--- config.mk ---
export PLATFORM = sky130hd
export DESIGN_NAME = any1_memif
export DESIGN_NICKNAME = d
export VERILOG_FILES = /design/src/rtl/any1_pkg.sv /design/src/rtl/any1_load_align.sv /design/src/rtl/any1_memif.sv
export SDC_FILE = /design/constraint.sdc
export NUM_CORES = 1
export LEC_CHECK = 0
export CAP_MARGIN = 20
export CORE_ASPECT_RATIO = 1.1
export CORE_MARGIN = 1.5
export CORE_UTILIZATION = 47
export DETAILED_ROUTE_END_ITERATION = 16
export HOLD_SLACK_MARGIN = 0.02
export PLACE_DENSITY_LB_ADDON = 0.08
export SLEW_MARGIN = 25
export SYNTH_ARGS = -nofsm -noshare
export SYNTH_HDL_FRONTEND = slang
export SYNTH_SLANG_ARGS = --single-unit
export TNS_END_PERCENT = 20
--- constraint.sdc ---
create_clock -name clk -period 2.7 [get_ports clk]
set_input_delay 0.54 -clock clk [delete_from_list [all_inputs] [get_ports clk]]
set_output_delay 0.54 -clock clk [all_outputs]
set_load 0.02 [all_outputs]
--- src/rtl/any1_pkg.sv ---
// rtl/any1_pkg.sv - shared types, fault causes and lane helpers for the ANY-1 memory interface
package any1_pkg;

   typedef enum logic [1:0] {
      BYTE  = 2'd0,
      WYDE  = 2'd1,
      TETRA = 2'd2,
      OCTA  = 2'd3
   } memsz_t;

   typedef enum logic [1:0] {
      IDLE = 2'd0,
      ACC1 = 2'd1,
      ACC2 = 2'd2,
      DONE = 2'd3
   } memif_state_t;

   localparam logic [1:0] FLT_NONE  = 2'd0;
   localparam logic [1:0] FLT_ALIGN = 2'd1;
   localparam logic [1:0] FLT_TMO   = 2'd2;
   localparam logic [1:0] FLT_BERR  = 2'd3;

   // Byte-lane mask over two octas: low byte is the first access, high byte the second.
   function automatic logic [15:0] lane_mask(input logic [2:0] off, input logic [1:0] sz);
      logic [15:0] base;
      case (sz)
         2'd0:    base = 16'h0001;
         2'd1:    base = 16'h0003;
         2'd2:    base = 16'h000F;
         default: base = 16'h00FF;
      endcase
      return base << off;
   endfunction

   // Right-justified store data moved onto its byte lanes across two octas.
   function automatic logic [127:0] store_shift(input logic [63:0] d, input logic [2:0] off);
      return {64'd0, d} << {off, 3'b000};
   endfunction

   // True when the offset is not a multiple of the access width.
   function automatic logic misaligned(input logic [2:0] off, input logic [1:0] sz);
      case (sz)
         2'd0:    return 1'b0;
         2'd1:    return off[0];
         2'd2:    return |off[1:0];
         default: return |off;
      endcase
   endfunction

endpackage

--- src/rtl/any1_load_align.sv ---
// rtl/any1_load_align.sv - shifts a two-octa load buffer down, truncates to size and extends
module any1_load_align
   import any1_pkg::*;
(
   input  logic [127:0] buffer,
   input  logic [2:0]   off,
   input  logic [1:0]   sz,
   input  logic         sx,
   output logic [63:0]  res
);

   logic [63:0] s;

   assign s = 64'(buffer >> {off, 3'b000});

   // Truncate to the access width, then sign- or zero-extend; octa passes through.
   always_comb begin
      res = s;
      case (memsz_t'(sz))
         BYTE:    res = {{56{sx & s[7]}},  s[7:0]};
         WYDE:    res = {{48{sx & s[15]}}, s[15:0]};
         TETRA:   res = {{32{sx & s[31]}}, s[31:0]};
         default: res = s;
      endcase
   end

endmodule

--- src/rtl/any1_memif.sv ---
// rtl/any1_memif.sv - ANY-1 load/store bus master; ANY1_MEMIF_UNALIGNED_EN splits octa-crossing accesses
module any1_memif
   import any1_pkg::*;
#(
   parameter int AWID = 32,
   parameter int TMO  = 255
) (
   input  logic            rst,
   input  logic            clk,
   input  logic            req,
   output logic            rdy,
   input  logic            we,
   input  logic [1:0]      sz,
   input  logic            sx,
   input  logic [AWID-1:0] ea,
   input  logic [63:0]     dat,
   output logic            done,
   output logic [63:0]     res,
   output logic            fault,
   output logic [1:0]      fcause,
   output logic            cyc_o,
   output logic            stb_o,
   output logic            we_o,
   output logic [7:0]      sel_o,
   output logic [AWID-1:0] adr_o,
   output logic [63:0]     dat_o,
   input  logic            ack_i,
   input  logic            err_i,
   input  logic [63:0]     dat_i
);

   memif_state_t state;
   memsz_t       sz_q;
   logic [2:0]   off_q;
   logic         sx_q;
   logic         we_q;
   logic [7:0]   cnt;
   logic [7:0]   sel_in;
   logic [63:0]  wdat_in;
   logic [127:0] buf_next;
   logic [63:0]  ld_res;
   logic         cnt_hit;
   logic         fin_ok;
   logic         fin_flt;
   logic [1:0]   cause;

`ifdef ANY1_MEMIF_UNALIGNED_EN
   logic [15:0]  mask_full;
   logic [127:0] wdat_full;
   logic         split_q;
   logic [7:0]   sel_hi_q;
   logic [63:0]  dat_hi_q;
   logic [63:0]  buf_lo;
   logic         go_acc2;

   assign mask_full = lane_mask(ea[2:0], sz);
   assign wdat_full = store_shift(dat, ea[2:0]);
   assign sel_in    = mask_full[7:0];
   assign wdat_in   = wdat_full[63:0];
   // The second octa's data lands above the first one captured in ACC1.
   assign buf_next  = (state == ACC2) ? {dat_i, buf_lo} : {64'd0, dat_i};
`else
   logic mis_in;

   assign sel_in   = 8'(lane_mask(ea[2:0], sz));
   assign wdat_in  = 64'(store_shift(dat, ea[2:0]));
   assign mis_in   = misaligned(ea[2:0], sz);
   assign buf_next = {64'd0, dat_i};
`endif

   assign cnt_hit = (cnt + 8'd1) == 8'(TMO);

   any1_load_align u_align (
      .buffer (buf_next),
      .off    (off_q),
      .sz     (sz_q),
      .sx     (sx_q),
      .res    (ld_res)
   );

   // Resolve the outcome of a live strobe: error beats ack, ack beats timeout.
   always_comb begin
      fin_ok  = 1'b0;
      fin_flt = 1'b0;
      cause   = FLT_NONE;
`ifdef ANY1_MEMIF_UNALIGNED_EN
      go_acc2 = 1'b0;
`endif
      if ((state == ACC1 || state == ACC2) && stb_o) begin
         if (err_i) begin
            fin_flt = 1'b1;
            cause   = FLT_BERR;
         end else if (ack_i) begin
`ifdef ANY1_MEMIF_UNALIGNED_EN
            if (state == ACC1 && split_q)
               go_acc2 = 1'b1;
            else
`endif
               fin_ok = 1'b1;
         end else if (cnt_hit) begin
            fin_flt = 1'b1;
            cause   = FLT_TMO;
         end
      end
   end

   // Access sequencer with registered bus controls and completion outputs.
   always_ff @(posedge clk) begin
      if (rst) begin
         state  <= IDLE;
         rdy    <= 1'b1;
         done   <= 1'b0;
         res    <= '0;
         fault  <= 1'b0;
         fcause <= FLT_NONE;
         cyc_o  <= 1'b0;
         stb_o  <= 1'b0;
         we_o   <= 1'b0;
         sel_o  <= '0;
         adr_o  <= '0;
         dat_o  <= '0;
         cnt    <= '0;
         sz_q   <= BYTE;
         off_q  <= '0;
         sx_q   <= 1'b0;
         we_q   <= 1'b0;
`ifdef ANY1_MEMIF_UNALIGNED_EN
         split_q  <= 1'b0;
         sel_hi_q <= '0;
         dat_hi_q <= '0;
         buf_lo   <= '0;
`endif
      end else begin
         done   <= 1'b0;
         fault  <= 1'b0;
         fcause <= FLT_NONE;
         res    <= '0;
         case (state)
            IDLE: begin
               if (req) begin
                  we_q  <= we;
                  sz_q  <= memsz_t'(sz);
                  sx_q  <= sx;
                  off_q <= ea[2:0];
                  cnt   <= 8'd0;
                  rdy   <= 1'b0;
`ifdef ANY1_MEMIF_UNALIGNED_EN
                  split_q  <= |mask_full[15:8];
                  sel_hi_q <= mask_full[15:8];
                  dat_hi_q <= wdat_full[127:64];
`else
                  if (mis_in) begin
                     state  <= DONE;
                     done   <= 1'b1;
                     fault  <= 1'b1;
                     fcause <= FLT_ALIGN;
                  end else
`endif
                  begin
                     state <= ACC1;
                     cyc_o <= 1'b1;
                     stb_o <= 1'b1;
                     we_o  <= we;
                     sel_o <= sel_in;
                     adr_o <= {ea[AWID-1:3], 3'b000};
                     dat_o <= wdat_in;
                  end
               end
            end
            ACC1, ACC2: begin
               if (fin_ok || fin_flt) begin
                  state  <= DONE;
                  cyc_o  <= 1'b0;
                  stb_o  <= 1'b0;
                  we_o   <= 1'b0;
                  sel_o  <= '0;
                  adr_o  <= '0;
                  dat_o  <= '0;
                  done   <= 1'b1;
                  fault  <= fin_flt;
                  fcause <= cause;
                  res    <= (fin_ok && !we_q) ? ld_res : 64'd0;
               end
`ifdef ANY1_MEMIF_UNALIGNED_EN
               else if (go_acc2) begin
                  state  <= ACC2;
                  stb_o  <= 1'b0;
                  cnt    <= 8'd0;
                  buf_lo <= dat_i;
                  sel_o  <= sel_hi_q;
                  dat_o  <= dat_hi_q;
                  adr_o  <= adr_o + AWID'(8);
               end else if (!stb_o) begin
                  stb_o <= 1'b1;
               end
`endif
               else begin
                  cnt <= cnt + 8'd1;
               end
            end
            DONE: begin
               state <= IDLE;
               rdy   <= 1'b1;
            end
            default: state <= IDLE;
         endcase
      end
   end

endmodule

==> flow_metrics.py, run 1 <==
metrics = {
    "run_status": {
        "status": "completed",
    },
    "synth": {
        "synth_edf_count": 0,
        "synth_cells": 1191,
        "synth.distinct_cells": 59,
        "synth_warnings": 0,
        "syn_area_per_cell_sq_um": 8.98,
        "ys_seq_area_share_pct": 35.4,
        "synth_ff_type": "dfxtp_1",
        "synthesis.area_sq_um": 10700,
        "synth_seq_cells": 189,
        "ys_top_cells_by_area": "dfxtp_1, mux2i_1, nand2_1",
        "yosysTopAreaCell": "dfxtp_1",
        "netlist.area_leader.share_pct": 35.4,
        "async_flop_share_pct": 0,
    },
    "worst_setup_path": {
        "cp.required_ns": 3.01,
        "arrival_ns": 2.71,
        "setup.worst_path.class": "reg -> reg",
        "cp_slowest_cell": "ha_1",
        "rr_worst_depth": 8,
        "cp-start-kind": "register",
        "endpoint_kind": "register",
        "cp_max_fo": 28,
        "crit_chain": "inv_1 -> ha_1 -> nand2_1 -> nor3_1 -> o21a_2 -> o22ai_4 -> buf_12 -> mux2_1",
        "cpPeakStageDelay_ns": 0.54,
    },
    "timing": {
        "fin_crit_sh_pct": 88.9,
        "max_freq_mhz": 417,
        "rsz0062_at_grt": "no",
        "period_minus_slack_ns": 2.40,
        "tightest_slew_ns": 0.632,
        "timing.final.hold_violations": 0,
        "clock_skew_ns": 0.0127,
        "timing.setup.tns_ns": 0,
        "setup_viol": 0,
        "slew_violations": 0,
        "worst_slack_ns": 0.299,
        "maxSlewHeadroom_pct": 57.5,
        "hold_ws_ns": 0.457,
    },
    "place": {
        "dp_hpwl_microns": 27300,
        "gp_congestion": 0.949,
        "dp.cells": 1782,
        "place_area_sq_um": 14500,
        "io_buffers": 341,
        "place_ws_ns": 0.0299,
    },
    "floorplan": {
        "die_y_microns": 161,
        "io-pin-count": 345,
        "coreArea_sq_um": 22200,
        "die_area_sq_um": 23700,
        "rows": 57,
        "die_x_microns": 147,
        "initial_core_util_pct": 48.2,
    },
    "detailed_routing": {
        "firstDrtPassIters": 5,
        "drc": 0,
        "initialDrtViolationCount": 475,
        "route.vias.total": 10000,
        "drt_wl_total_microns": 35800,
        "antenna_left": 0,
        "via_per_inst": 5.54,
        "wire_per_inst_microns": 19.7,
    },
    "clock_network": {
        "ctsHoldBuffers": 0,
        "cts-resized-gates": 0,
        "cts_tree": "done",
        "cts_buffer_depth": 2,
        "clk_latency_ns": 0.43,
        "cts_sinks": 189,
        "cts_setup_buffers": 0,
        "clk_pin_slew_ns": 0.07,
        "cts-root-buf": "clkbuf_16",
        "cts_made_buffers": 17,
        "htree_levels": 4,
    },
    "final_layout": {
        "final_common_cell": "clkdlybuf4s50_1",
        "postLayoutCellArea_sq_um": 15100,
        "area_growth_pct": 41.2,
        "fillers": 1835,
        "fin_nets": 1681,
        "drive_gt1_share_pct": 15.8,
        "fin_cells": 1815,
        "fin_util_pct": 68.1,
        "layout_common_cells": "clkdlybuf4s50_1, nand2_1, dfxtp_1",
    },
    "power": {
        "pwr_density_cell_nw_per_um2": 735,
        "ir_worst_vdd_v": 0.000674,
        "p_total_mw": 11.1,
        "p_leak_nw": 5.85,
    },
    "grt": {
        "grt_max_degree": 55,
        "grt_pass1_wl_microns": 54200,
        "first_global_vias": 9701,
        "grt_usage_pct": 29.6,
        "grt.overflow.total": 0,
        "antenna_found_initial": 2,
    },
    "min_path": {
        "min_path_type": "reg -> reg",
        "min_path_cells": 2,
    },
    "flow_run": {
        "maxCapViolCount": 0,
    },
}
where the power goes:
group	switching [mW]	internal, mW	total (mW)	leakage [nW]
Combinational	2.74	2.39	5.13	4.03
Sequential	0.280	3.18	3.46	1.53
Clock	1.26	1.24	2.51	0.283
routing by layer:
metal | global-route usage, % | vias to the layer above | part of all wire [%] | wire [microns]
li1 | - | 4803 | - | -
met5 | 0 | - | 0.031 | 11
met2 | 50.2 | 439 | 49 | 17400
met3 | 7.57 | 58 | 8.6 | 3080
met4 | 14.3 | 2 | 4.2 | 1490
met1 | 34.8 | 4747 | 39 | 13800
area by class of cell:
cell class / instances / area [sq um] / share of cell area [%]
Inverter: 12 / 45.0 / 0.298
Clock buffer: 17 / 425 / 2.82
Sequential cell: 189 / 3790 / 25.1
Multi-Input combinational cell: 890 / 6390 / 42.3
Tap cell: 295 / 369 / 2.44
Timing Repair Buffer: 396 / 3920 / 25.9
Clock inverter: 15 / 165 / 1.09
Antenna cell: 1 / 2.50 / 0.0166
registers in the layout (all words and copies together), names as in the netlist, 3 cells and up:
signal,flops
sel_o,8
adr_o,29
res,64
dat_o,64
cnt,8
off_q,3
cells in the mapped netlist, types with 3 or more instances:
library cell	n
nand3b_1	4
o22ai_1	13
or3_1	6
a2bb2oi_1	7
o21ai_0	30
mux2_1	15
a21oi_2	31
inv_1	10
mux2i_1	137
mux2_2	56
ha_1	6
dfxtp_1	189
nor3_1	17
o21a_1	4
buf_4	10
nand2b_1	13
o211ai_1	3
buf_2	25
a21oi_1	76
nor2_1	59
or2_2	9
nor2b_1	42
nand3_1	30
a211oi_1	11
buf_1	4
nand2_1	243
clkbuf_1	56
mux4_2	38
buf_6	7
kinds of logic after synthesis:
group           synth area share, %
buf+inv                        5.14
mux                            28.4
simple gates                   18.4
other cells                  0.0351
compound gates                 11.9
flops                          35.4
fa+ha+maj                     0.702
critical path, delay by kind of cell, from the launching register on:
family,cells,cell delay [ns]
flip-flops,1,0.36
buffers and inverters,2,0.30
AO/OA/AOI/OAI,2,0.34
multiplexers,1,0.32
AND/OR/NAND/NOR,2,0.41
adder cells (fa/ha/maj),1,0.54
final timing paths:
kind	to	startpoint	slack, ns
worst min-delay path	we_q	we_q	0.46
worst max register to register	dat_o[47]	state[0]	0.30
worst max-delay path	dat_o[47]	state[0]	0.30
worst min register to register	we_q	we_q	0.46
Note: power is estimated with default switching activity, not from simulation.
==> run 2, diff against run 1 <==
--- a/config.mk
+++ b/config.mk
@@ -10,6 +10,7 @@
 export CORE_MARGIN = 1.5
 export CORE_UTILIZATION = 47
 export DETAILED_ROUTE_END_ITERATION = 16
+export GPL_TIMING_DRIVEN = 0
 export HOLD_SLACK_MARGIN = 0.02
 export PLACE_DENSITY_LB_ADDON = 0.08
 export SLEW_MARGIN = 25
==> run 2 against run 1 <==
Global-route usage up 5.8 points; via count up 7.0%; cell area down 0.23%; register-to-register slack worse by 0.28 ns; critical endpoint is now dat_o[42]; largest cell class unchanged; wire length up 18%.
==> flow_metrics.py, run 2 (same netlist as run 1, synthesis figures left out) <==
metrics = {
    "run_status": {
        "status": "completed",
    },
    "power": {
        "p_leak_nw": 5.79,
        "pwr_density_cell_nw_per_um2": 743,
        "ir_worst_vdd_v": 0.000541,
    },
    "worst_setup_path": {
        "endpoint_kind": "register",
        "cp.required_ns": 3.10,
        "setup.worst_path.class": "reg -> reg",
        "cp-start-kind": "register",
        "rrSetupSlack_ns": 0.02,
        "cp_max_fo": 9,
        "rr_worst_depth": 7,
        "arrival_ns": 3.08,
    },
    "clock_network": {
        "cts_made_buffers": 17,
        "cts-root-buf": "clkbuf_16",
        "cts_tree": "done",
        "cts_sinks": 189,
        "cts_buffer_depth": 2,
        "clk_latency_ns": 0.45,
        "htree_levels": 4,
        "clk_pin_slew_ns": 0.09,
    },
    "timing": {
        "timing.setup.tns_ns": 0,
        "setup_viol": 0,
        "max_freq_mhz": 373,
        "rsz0062_at_grt": "yes",
        "period_minus_slack_ns": 2.68,
        "clock_skew_ns": 0.0212,
        "maxSlewHeadroom_pct": 42.4,
        "fin_crit_sh_pct": 99.2,
        "tightest_slew_ns": 0.857,
        "timing.final.hold_violations": 0,
        "slew_violations": 0,
    },
    "floorplan": {
        "io-pin-count": 345,
        "die_x_microns": 147,
        "rows": 57,
        "die_y_microns": 161,
        "die_area_sq_um": 23700,
        "initial_core_util_pct": 48.2,
        "coreArea_sq_um": 22200,
    },
    "grt": {
        "grt.overflow.total": 0,
        "grt_pass1_wl_microns": 63700,
        "antenna_found_initial": 0,
        "grt_max_degree": 19,
        "grt_usage_pct": 35.4,
        "first_global_vias": 10800,
    },
    "final_layout": {
        "final_common_cell": "clkdlybuf4s50_1",
        "fin_nets": 1726,
        "fillers": 1844,
        "area_growth_pct": 40.9,
        "fin_util_pct": 67.9,
        "num_antenna_cells": 0,
        "layout_common_cells": "clkdlybuf4s50_1, nand2_1, dfxtp_1",
        "drive_gt1_share_pct": 14.5,
        "reg_top3": "dat_o x64, res x64, adr_o x29",
    },
    "min_path": {
        "min_path_cells": 2,
        "min_path_type": "reg -> reg",
    },
    "place": {
        "dp_hpwl_microns": 32900,
        "gp_congestion": 0.995,
        "io_buffers": 337,
    },
    "detailed_routing": {
        "via_per_inst": 5.79,
        "antenna_left": 0,
        "wire_per_inst_microns": 22.6,
        "drt_wl_total_microns": 42100,
        "initialDrtViolationCount": 758,
        "drc": 0,
        "route.vias.total": 10800,
        "firstDrtPassIters": 5,
    },
    "flow_run": {
        "maxCapViolCount": 0,
    },
}
-- run 2: changes by cell type in the layout (fill, tap and decap cells not counted), moves of 4 or more --
cell	before	now
buf_4	49	12
buf_6	0	7
buf_2	1	21
buf_12	8	0
clkbuf_4	0	5
buf_1	0	4
clkbuf_1	0	53
-- run 2: final timing paths --
check,end,from
setup / recovery,dat_o[42],state[0]
setup reg to reg,dat_o[42],state[0]
hold reg to reg,we_q,we_q
hold / removal,we_q,we_q
-- run 2: layer usage --
| layer | share of wire (%) | routed length (microns) | GRT usage, % | vias up |
|---|---|---|---|---|
| met5 | 0 | 0 | 0 | - |
| met4 | 6.5 | 2730 | 21.8 | 0 |
| li1 | - | - | - | 4885 |
| met1 | 36 | 15100 | 39.6 | 5077 |
| met2 | 48 | 20200 | 60.5 | 653 |
| met3 | 9.5 | 3990 | 8.98 | 141 |
-- run 2: final cells by class --
| class | instances | area (sq um) | area share (%) |
|---|---|---|---|
| plain buffers | 102 | 520 | 3.46 |
| clock buffers | 18 | 439 | 2.92 |
| clock inverters | 13 | 129 | 0.856 |
| inverters | 12 | 45.0 | 0.299 |
| multi-input cells | 890 | 6390 | 42.4 |
| flip-flops and latches | 189 | 3780 | 25.1 |
| well taps | 295 | 369 | 2.45 |
| repair buffers | 339 | 3390 | 22.5 |
-- run 2: worst max-delay path: stages (launching register included) --
cell	delay, ns
dfxtp_1	0.36
inv_1	0.09
ha_1	0.29
buf_2	0.17
nor2_1	0.54
nand3b_1	0.57
o22ai_1	0.42
mux2_2	0.20
-- run 2: repair_timing --
item	4_1_cts	5_1_grt
buffers inserted	0	2
gates resized for setup	6	10
setup endpoints to repair	31	80
hold buffers	0	0
-- run 2: report_power, final --
part	switching, mW	leakage, nW	internal, mW
logic	2.99	3.99	2.26
clock network	1.26	0.271	1.24
registers	0.258	1.53	3.18
total	4.50	5.79	6.69
-- run 2: through the flow --
stage | cell area (sq um) | setup slack, ns | hold WS (ns) | std cells | total power [mW]
after CTS | 15000 | 0.0501 | 0.463 | 1856 | 11.1
after global routing | 15100 | -0.0588 | 0.487 | 1858 | 11.7
after global placement | 14400 | -0.446 | 0.441 | 1825 | 8.59
after detailed placement | 14400 | -0.477 | 0.450 | 1825 | 8.64
after floorplan | 10700 | 0.438 | 0.432 | 1193 | 6.66
final | 15100 | 0.0223 | 0.461 | 1858 | 11.2
==> patch: new RTL, config.mk and constraints of run 1 <==
Change the parameter `TMO` from 255 to 127.
--- a/src/rtl/any1_memif.sv
+++ b/src/rtl/any1_memif.sv
@@ -3,7 +3,7 @@
    import any1_pkg::*;
 #(
    parameter int AWID = 32,
-   parameter int TMO  = 255
+   parameter int TMO  = 127
 ) (
    input  logic            rst,
    input  logic            clk,
Check against the original RTL: no difference found for any inputs over 4 cycles, from zero or initial values and one cycle with rst high; that may be too few to reach the edited logic, so the function may still have changed.
==> patch against run 1 <==
- design area is 0.48% lower
- setup slack worse by 48 ps
- final cell count increased by 1.8%
- total power rose by 5.5%
- area after synthesis shrank 2.6%
- sequential cell count unchanged
- count of clock-buffer cells in the layout increased by 1
- global-route usage increased by 3.0 points
- wire length is 7.6% higher
- non-clock buffer count is 25 higher
- first-iteration DRC count up 72%
- utilization up 1.8 points
- highest routed layer unchanged
==> patch: results (changes against run 1) <==
| Metric | Value |
|---|---|
| Hold Path Origin | `adr_o[15] (was we_q)` |
| GRT Resource Usage Total | `32.6% (was 29.6%)` |
| First-pass GRT wire length | `59.3 mm (was 54.2 mm)` |
| Final Routed Wirelength | `38.5 mm (was 35.8 mm)` |
| Largest net degree at the start of global routing | `79 (was 55)` |
| Reg-to-reg endpoint | `dat_o[29] (was dat_o[47])` |
| FFs & Latches | `189 (unchanged)` |
| Post-route insts no fill | `1,848 (was 1,815)` |
| Final-layout clock buffer total | `18 (was 17)` |
| Sequential area share after synthesis | `36.3% (was 35.4%)` |
| Worst Tran Pin Value | `741 ps (was 632 ps)` |
| Switching power total | `0.00492 W (was 0.00428 W)` |
| Worst hold margin | `461 ps (was 457 ps)` |
| Fraction of area in multi-input gates | `40.4% (was 42.3%)` |
| Met2 GRT Util | `53.8% (was 50.2%)` |
| ANT cells | `0 (was 1)` |
| Setup Skew | `17.2 ps (was 12.7 ps)` |
| Nets@finish | `1,720 (was 1,681)` |
| Non-clock buffer share | `27.5% (was 25.9%)` |
| #MultiIn Comb | `904 (was 890)` |
| Vias per cell | `5.93 (was 5.54)` |
| Synth cell types | `62 (was 59)` |
| Adder-Cell Fraction of Synth Area | `0.721% (was 0.702%)` |
| LEAKAGE | `5.39 nW (was 5.85 nW)` |
| DRT iter0 DRCs | `818 (was 475)` |
| Post-Synth XOR/XNOR Area | `0.240% (was 0%)` |
| Ratio of cells with drive above 1 in the final layout | `12.9% (was 15.8%)` |
| Initial antenna violation count | `1 (was 2)` |
| CP Data Arrival Time | `2810 ps (was 2710 ps)` |
| Met3 usage | `7.05% (was 7.57%)` |
| Vias in the first global route | `10,453 (was 9,701)` |
| Status | `complete, no violations (unchanged)` |
| Clock-pin slew on the worst setup and hold paths | `90 ps (was 70 ps)` |
| Multiplexer share of the synthesized area | `18.1% (was 28.4%)` |
| Syn Inst Count | `1,230 (was 1,191)` |
| Clock Latency Late Sink | `450 ps (was 430 ps)` |
| Max VDD drop | `0.639 mV (was 0.674 mV)` |
| Hold Path Sink | `adr_o[15] (was we_q)` |
| Max FO, Critical Path | `53 (was 28)` |
| GPL Wtd Cong | `1.00 (was 0.949)` |
| Top cells by count, synth | `dfxtp_1, nand2_1, o21ai_0, a21oi_1, mux2i_1 (was nand2_1, dfxtp_1, mux2i_1, a21oi_1, nor2_1)` |
patch: cell count changes in the layout (fill, tap and decap cells not counted), sizes merged, moves of 27 or more:
cell	run 1	this run
o21ai	30	138
mux2	72	30
nand4	1	75
nor2b	42	15
nand2	243	169
mux2i	137	100
patch: power groups by stage:
stage	Clock [W]	Sequential [W]	Combinational, W
6_report	0.00261	0.00344	0.00565
5_1_grt	0.00277	0.00348	0.00607
2_1_floorplan	0	0.00386	0.00289
3_3_place_gp	0	0.00349	0.00545
3_5_place_dp	0	0.00349	0.00549
4_1_cts	0.00264	0.00344	0.00551
patch: per-stage QoR:
| stage | setup WS, ps | util [%] | area (µm²) |
|---|---|---|---|
| 3_3_place_gp | -186 | 66.8 | 14400 |
| 3_5_place_dp | -64.3 | 66.8 | 14400 |
| 4_1_cts | 147 | 69.6 | 15000 |
| 5_1_grt | 63.7 | 69.9 | 15000 |
| 6_report | 252 | 69.9 | 15000 |
| 2_1_floorplan | 389 | - | 10400 |
patch: worst max path at each step:
stage               startpoint         to  slack (ps)  cells past startpoint
CTS                   state[0]  dat_o[29]         150                      8
global placement      dat_i[7]    res[18]        -190                      7
detailed placement       err_i  dat_o[22]         -60                      7
floorplan                ea[2]  dat_o[55]         390                      7
global route          state[1]  dat_o[24]          60                      8
finish                state[0]  dat_o[29]         250                      8
patch: routing by layer:
| layer | part of all wire, % | routed length [µm] |
|---|---|---|
| met4 | 6.0 | 2320 |
| met2 | 48 | 18300 |
| met1 | 38 | 14600 |
| met3 | 8.5 | 3280 |
| met5 | 0.029 | 11 |
patch: worst max-delay path, cell delays in order (launching register included):
cell      delay, ps
dfxtp_1         370
inv_1            90
ha_1            400
o211a_1         160
nor2_1          330
a21boi_4        490
nor2_4          100
buf_12          200
o21ai_0         200
